<file path="src/rtl/matrix_frame_capture.sv">
// Receive-side capture of the 16x16 LED matrix shift-register interface.
// Synchronizes the six driver pins into clk, detects rising edges of the
// shift/latch clocks, and rebuilds the displayed frame into a 16-row
// buffer. The buffer has a registered read port. Protocol errors are
// reported through sticky flags.
module matrix_frame_capture #(
    parameter int SYNC_STAGES = 2,
    parameter int COLS        = 16
) (
    input  logic            clk,
    input  logic            reset,
    input  logic            RCLK,
    input  logic            RSDI,
    input  logic            CCLK,
    input  logic            CSDI,
    input  logic            LE,
    input  logic            OEB,
    input  logic [3:0]      rd_row,
    output logic [COLS-1:0] rd_data,
    output logic            frame_done,
    output logic [7:0]      frame_count,
    output logic            row_err,
    output logic            len_err,
    output logic            blank_seen
);

    localparam int IW = $clog2(COLS);

    // Pin order inside the synchronizer vector.
    localparam int P_RCLK = 0;
    localparam int P_RSDI = 1;
    localparam int P_CCLK = 2;
    localparam int P_CSDI = 3;
    localparam int P_LE   = 4;
    localparam int P_OEB  = 5;

    logic [5:0]      pins_in;
    logic [5:0]      sync_q [SYNC_STAGES];
    logic [2:0]      prev_q;          // {LE, CCLK, RCLK} history for edge detect

    logic            rclk_s, rsdi_s, cclk_s, csdi_s, le_s, oeb_s;
    logic            rclk_rise, cclk_rise, le_rise;

    logic [COLS-1:0] col_sr, row_sr;
    logic [4:0]      bit_cnt;

    logic [COLS-1:0] col_next, row_next;
    logic [4:0]      cnt_next;
    logic            row_onehot;
    logic [IW-1:0]   row_idx;

    logic [COLS-1:0] frame_buf [COLS];

    assign pins_in = {OEB, LE, CSDI, CCLK, RSDI, RCLK};

    // Multi-flop synchronizer chain for all six driver pins.
    always_ff @(posedge clk) begin
        if (reset) begin
            for (int i = 0; i < SYNC_STAGES; i++) begin
                sync_q[i] <= '0;
            end
        end else begin
            // NOTE: sequential state uses non-blocking assignments so every
            // stage samples the value its predecessor held before the edge.
            sync_q[0] <= pins_in;
            for (int i = 1; i < SYNC_STAGES; i++) begin
                sync_q[i] <= sync_q[i-1];
            end
        end
    end

    assign rclk_s = sync_q[SYNC_STAGES-1][P_RCLK];
    assign rsdi_s = sync_q[SYNC_STAGES-1][P_RSDI];
    assign cclk_s = sync_q[SYNC_STAGES-1][P_CCLK];
    assign csdi_s = sync_q[SYNC_STAGES-1][P_CSDI];
    assign le_s   = sync_q[SYNC_STAGES-1][P_LE];
    assign oeb_s  = sync_q[SYNC_STAGES-1][P_OEB];

    // Edge-detect history for the three driver clocks.
    always_ff @(posedge clk) begin
        if (reset) begin
            prev_q <= '0;
        end else begin
            prev_q <= {le_s, cclk_s, rclk_s};
        end
    end

    assign rclk_rise = rclk_s & ~prev_q[0];
    assign cclk_rise = cclk_s & ~prev_q[1];
    assign le_rise   = le_s   & ~prev_q[2];

    // Post-shift register values, so a latch in the same cycle as a shift
    // sees the newly shifted data and bit count.
    always_comb begin
        // NOTE: every combinational output gets a default before any branch,
        // otherwise an untaken path would hold its value and infer a latch.
        col_next = col_sr;
        row_next = row_sr;
        cnt_next = bit_cnt;
        if (cclk_rise) begin
            col_next = {col_sr[COLS-2:0], csdi_s};
            cnt_next = (bit_cnt == 5'd31) ? bit_cnt : bit_cnt + 5'd1;
        end
        if (rclk_rise) begin
            row_next = {row_sr[COLS-2:0], rsdi_s};
        end
    end

    // One-hot test and index of the selected row.
    always_comb begin
        row_onehot = (row_next != '0) && ((row_next & (row_next - COLS'(1))) == '0);
        row_idx    = '0;
        for (int i = 0; i < COLS; i++) begin
            if (row_next[i]) begin
                row_idx = IW'(i);
            end
        end
    end

    // Shift registers, bit counter, frame accounting and sticky flags.
    always_ff @(posedge clk) begin
        if (reset) begin
            col_sr      <= '0;
            row_sr      <= '0;
            bit_cnt     <= '0;
            frame_done  <= 1'b0;
            frame_count <= '0;
            row_err     <= 1'b0;
            len_err     <= 1'b0;
            blank_seen  <= 1'b0;
        end else begin
            col_sr     <= col_next;
            row_sr     <= row_next;
            blank_seen <= blank_seen | oeb_s;
            frame_done <= 1'b0;
            if (le_rise) begin
                // A shift coinciding with the latch starts the next row's count.
                bit_cnt <= cclk_rise ? 5'd1 : 5'd0;
                if (!row_onehot) begin
                    row_err <= 1'b1;
                end
                if (cnt_next != 5'(COLS)) begin
                    len_err <= 1'b1;
                end
                if (row_onehot && (row_idx == IW'(COLS-1))) begin
                    frame_done  <= 1'b1;
                    frame_count <= frame_count + 8'd1;
                end
            end else begin
                bit_cnt <= cnt_next;
            end
        end
    end

    // Frame buffer write on a valid latch, and registered read port.
    always_ff @(posedge clk) begin
        if (reset) begin
            // NOTE: the buffer is part of the reset domain so that a reset
            // always reads back as an empty frame; this is why it is a loop
            // of flops rather than an un-reset RAM.
            for (int i = 0; i < COLS; i++) begin
                frame_buf[i] <= '0;
            end
            rd_data <= '0;
        end else begin
            if (le_rise && row_onehot) begin
                frame_buf[row_idx] <= col_next;
            end
            rd_data <= frame_buf[rd_row];
        end
    end

endmodule

</file>
<file path="config.mk">
export PLATFORM = sky130hd
export DESIGN_NAME = matrix_frame_capture
export DESIGN_NICKNAME = d
export VERILOG_FILES = /design/src/rtl/matrix_frame_capture.sv
export SDC_FILE = /design/constraint.sdc
export NUM_CORES = 1
export LEC_CHECK = 0
export BUFFER_PORTS_ARGS = -buffer_cell sky130_fd_sc_hd__buf_2
export CAP_MARGIN = 30
export CORE_MARGIN = 5
export CORE_UTILIZATION = 50
export CTS_BUF_LIST = sky130_fd_sc_hd__clkbuf_16
export DETAILED_ROUTE_END_ITERATION = 6
export PLACE_DENSITY = 0.71
export SYNTH_ARGS = -nofsm -noshare
export SYNTH_HDL_FRONTEND = slang
export SYNTH_SLANG_ARGS = --single-unit
</file>
<file path="constraint.sdc">
create_clock -name clk -period 9.1 [get_ports clk]
set_input_delay 1.365 -clock clk [delete_from_list [all_inputs] [get_ports clk]]
set_output_delay 1.365 -clock clk [all_outputs]
set_load 0.02 [all_outputs]
</file>
==> flow_summary.toml, run 1 <==
[outcome]
status = "finished, final reports clean"

[die]
coreArea_um2 = 28700
fp.dieW_um = 180.5
io_pins = 40
die_h_um = 180.5
die_area_um2 = 32580
initial_core_util_pct = 50.64
placement_rows = 62

[yosys]
async_flop_share_pct = 0
ys_seq_elements = 336
synth_ff_type = "edfxtp_1"
ys_warn_count = 0
syn-cell-area_um2 = 14540
yosysSeqAreaShare_pct = 63.91
syn_nets = 1097
synth_enable_flop_cells = 256
yosysUniqueCellTypes = 58
syn_area_per_cell_um2 = 13.42
synthCells = 1083

[detailed_routing]
drt_first_pass_iters = 5
wl_mm = 32.40
vias_per_cell = 5.786
routed-via-count = 8760
wl_per_cell_um = 21.40
drtIter0Drc = 904
ant_nets = 0
drc = 0

[timing]
post-route-period-util_pct = 48.07
setup_viol = 0
slew_headroom_pct = 33.86
rsz0062_at_grt = "no"
min_period_ps = 4375
finClkSkew_ps = 25.03
final-hold-violation-count = 0
finalSetupTns_ps = 0
tightest_slew_ps = 992.1
drv_slew = 0
timing.fmax_mhz = 228.6

[clocking]
clockRootBuffer = "clkbuf_16"
post-cts-setup-buffers = 0
cts_tree = "built"
clock_path_buffers = 3
clkSinkCount = 336
cts_max_level = 2
clock_latency_ps = 520
ctsHoldBuffers = 0
post_cts_resized = 0
cts_inserted_buffers = 34
clk_pin_slew_ps = 60

[placed_design]
port_buffers = 39
place_hpwl_mm = 20.93
dp.cells = 1449
gp_congestion = 0.8639

[power]
p_leak_nw = 5.546
power.density_nw_per_um2 = 201.2
ir_drop_mv = 0.1180

[worst_hold_path]
hp-class = "flip-flop to flip-flop"

[final_layout]
finalNonFillerCells = 1514
nFillCells = 2321
drive_gt1_share_pct = 21.15
area_growth_pct = 11.53
fin_nets = 1118
n_antenna_cell = 0

[critical_path]
cp_slowest_cell = "or4_1"
path_class = "flip-flop to flip-flop"
endpoint_kind = "flip-flop"
critical_path.top_delay_family = "simple AND/OR/NAND/NOR gates"
crit_chain = "or4_4 > nor2_1 > o221ai_1 > a211oi_1 > nand4_2 > or4_1 > or2b_1"
cp.required_ps = 9230
critPathLaunchType = "flip-flop"
cp.arrival_ps = 4500
max_stage_delay_ps = 1040
crit_fanout = 17
path_buf_inv = 0

[global_route]
grt_usage_pct = 20.13
grt_antenna_before_repair = 1
grt_pass1_wl_mm = 51.38
grt_pass1_vias = 8719
grt-ovfl-total = 0
grt_max_degree = 65

[flow_run]
cap_viol_max_count = 0
worst register-to-register path: stages, from the launching register on:
cell and delay, ps:
dfxtp_1 390, or4_4 610, nor2_1 120, o221ai_1 120, a211oi_1 450, nand4_2 390, or4_1 1040, or2b_1 860
final timing paths:
check               startpoint          endpoint  slack [ps]  depth (start not counted)
setup / recovery     row_sr[3]  frame_buf[3][11]        4730                          7
hold / removal    sync_q[0][2]      sync_q[0][8]         440                          1
hold reg to reg   sync_q[0][2]      sync_q[0][8]         440                          1
setup reg to reg     row_sr[3]  frame_buf[3][11]        4730                          7
cells by family after synthesis:
family,after synthesis,share of synthesized area (%)
adders and majority gates,2,0.1721
xor gates and xnor gates,2,0.1205
buffers and inverters,95,3.090
AOI/OAI and AO/OA,83,3.943
and+or+nand+nor,464,14.93
muxes,101,13.84
DFF,336,63.91
final cells by class:
type	count	area, µm²	share of cell area [%]
clock buffer	35	875.8	5.402
clock inverter	27	246.5	1.520
inverter	7	26.28	0.1621
multi-input combinational	652	4800	29.61
sequential	336	9289	57.30
tap	384	480.5	2.964
timing repair buffer	73	494.2	3.049
power by group:
part | internal (mW) | total, mW | leakage (nW) | switching, mW
Sequential | 1.69 | 1.71 | 3.29 | 0.0149
Clock | 0.817 | 1.39 | 0.585 | 0.570
Combinational | 0.0714 | 0.167 | 1.67 | 0.0959
Yosys cell counts, drive strengths merged, types with 3 or more instances:
cell	number	area share [%]
buf	30	1.4
a211o	5	0.30
nand2	29	0.75
mux4	80	12
and3	3	0.13
inv	7	0.18
a211oi	12	0.65
edfxtp	256	53
nand3	19	0.65
nand2b	22	1.0
o31ai	7	0.36
dfxtp	80	11
clkbuf	58	1.5
a21o	3	0.16
nor2	300	8.1
nand4	3	0.17
nor2b	36	1.5
mux2i	21	1.4
and3b	6	0.37
o21ai	5	0.17
or3	6	0.27
a21oi	36	1.2
nor3	16	0.55
or4	15	0.81
layer usage:
layer,vias to the layer above,global-route usage [%],wire (µm)
met1,4368,29.33,13780
met3,36,4.421,2846
met5,-,0,0
li1,4001,-,-
met4,0,3.751,457
met2,355,31.93,15310
sequential cells by signal, indices dropped and copies added (netlist names):
name         count
bit_cnt          5
blank_seen       1
col_sr          16
frame_buf      256
frame_count      8
frame_done       1
len_err          1
prev_q           3
rd_data         16
row_err          1
row_sr          16
sync_q          12
per-stage QoR:
step	hold slack, ps	total power [mW]	setup WS [ps]	instance area [µm²]	util (%)
6_report	435.8	3.263	4725	16210	56.48
5_1_grt	460.7	3.373	4411	16210	56.48
4_1_cts	440.2	3.289	4680	16170	56.34
3_5_place_dp	426.5	1.909	4710	15050	52.43
3_3_place_gp	415.3	1.905	4697	15020	52.33
2_1_floorplan	413.8	1.853	5554	14540	-
cell usage in the layout (no fill, tap or decap), types with 29 or more instances in the layout:
master / netlist / final
nor2_1: 280 / 280
edfxtp_1: 256 / 256
mux4_2: 80 / 80
dfxtp_1: 80 / 80
buf_2: 12 / 37
a21oi_1: 36 / 36
nor2b_1: 36 / 35
clkbuf_16: 0 / 35
buf_4: 0 / 32
nand2_1: 29 / 29
No activity file was read; power rests on OpenSTA's default activity.
==> run 2, diff against run 1 <==
- clock period: 9.1 -> 4.4 ns (I/O delays scaled with it)
==> flow_summary.toml, run 2 (same netlist as run 1, synthesis figures left out) <==
[timing]
setup_viol = 0
drv_slew = 0
slew_headroom_pct = 37.35
rsz0062_at_grt = "no"
fin_hold_ws_ps = 355.4
finClkSkew_ps = 21.93
finalSetupTns_ps = 0
min_period_ps = 3872
timing.fmax_mhz = 258.3
post-route-period-util_pct = 87.99
tightest_slew_ps = 937.9
final-hold-violation-count = 0

[die]
coreArea_um2 = 28700
placement_rows = 62
die_h_um = 180.5
io_pins = 40
die_area_um2 = 32580
fp.dieW_um = 180.5
initial_core_util_pct = 50.64

[placed_design]
port_buffers = 39
place_hpwl_mm = 21.81
gp_congestion = 0.8933

[global_route]
grt_max_degree = 58
grt_pass1_vias = 8697
grt_use_met2_pct = 32.14
grt_pass1_wl_mm = 51.40
grt.busiest_layer = "met2"
grt-ovfl-total = 0
use_met1_pct = 28.77
grtUsageMet3_pct = 4.178
grt_usage_pct = 20.33
grt_antenna_before_repair = 1

[final_layout]
fin_nets = 1146
area_growth_pct = 13.21
final_common_cell = "nor2_1"
largest_reg_flops = 256
n_antenna_cell = 0
top_register = "frame_buf"
drive_gt1_share_pct = 22.69
final_cell_mix = "nor2_1, edfxtp_1, mux4_2, dfxtp_1, buf_4"

[detailed_routing]
drt_first_pass_iters = 7
wl_mm = 33.08
drtIter0Drc = 957
ant_nets = 0
vias_per_cell = 5.822
drc = 0
routed-via-count = 8983
wl_per_cell_um = 21.44

[clocking]
clock_path_buffers = 3
clockRootBuffer = "clkbuf_16"
clk_pin_slew_ps = 60
cts_inserted_buffers = 36
post-cts-setup-buffers = 0
clock_latency_ps = 530
post_cts_resized = 0
ctsHoldBuffers = 0
cts_tree = "built"
clkSinkCount = 336
cts_max_level = 2

[critical_path]
critPathLaunchType = "flip-flop"
cp.required_ps = 4620
path_class = "flip-flop to flip-flop"
cp-startpoint = "sync_q[0][6]"
crit_fanout = 16
endpoint_kind = "flip-flop"
r2r_start = "sync_q[0][6]"
cp.arrival_ps = 4090

[power]
ir_drop_mv = 0.2642
p_leak_nw = 5.696
power.density_nw_per_um2 = 419.5

[outcome]
status = "finished, final reports clean"

[worst_hold_path]
worstHoldStart = "RCLK"
hp-class = "input port to flip-flop"

[flow_run]
cap_viol_max_count = 0
-- run 2: worst max-delay path: stages, from the launching register on --
cell and delay, ps:
dfxtp_1 480, nor2b_1 790, o21ai_0 220, o311a_1 170, a211oi_1 480, nand2_1 400
or4_1 670, nand2b_1 110, buf_4 240
-- run 2: worst paths after layout --
path         slack [ps]               to  cells past startpoint
max                 530  frame_buf[2][2]                      8
max reg2reg         530  frame_buf[2][2]                      8
min                 360     sync_q[0][0]                      2
min reg2reg         440       blank_seen                      2
-- run 2: layout make-up --
| type | count | area [µm²] |
|---|---|---|
| fillers | 2289 | 12250 |
| flip-flops and latches | 336 | 9289 |
| multi-input cells | 652 | 4800 |
| clock buffers | 37 | 925.9 |
| repair buffers | 99 | 675.6 |
| well taps | 384 | 480.5 |
| clock inverters | 28 | 259.0 |
| inverters | 7 | 26.28 |
-- run 2: where the power goes --
part / leakage (nW) / internal [mW] / switching [mW]
clock: 0.622 / 1.82 / 1.19
sequential: 3.29 / 3.50 / 0.0305
combinational: 1.78 / 0.159 / 0.203
-- run 2: stage by stage --
step | total power, mW | util [%] | cells | area (µm²) | setup slack (ps)
after detailed placement | 3.965 | 53.20 | 1478 | 15270 | 608.4
after global placement | 3.957 | 53.20 | 1478 | 15270 | 777.0
after floorplan | 3.833 | - | 1083 | 14540 | 972.9
final | 6.904 | 57.33 | 1543 | 16460 | 528.3
after global routing | 7.117 | 57.33 | 1543 | 16460 | 278.6
after CTS | 6.966 | 57.33 | 1543 | 16460 | 613.5
-- run 2: layer usage --
metal,part of all wire [%],vias to the layer above
met3,8.0,67
met2,48,338
met1,41,4509
met5,0.060,-
li1,-,4067
met4,3.0,2
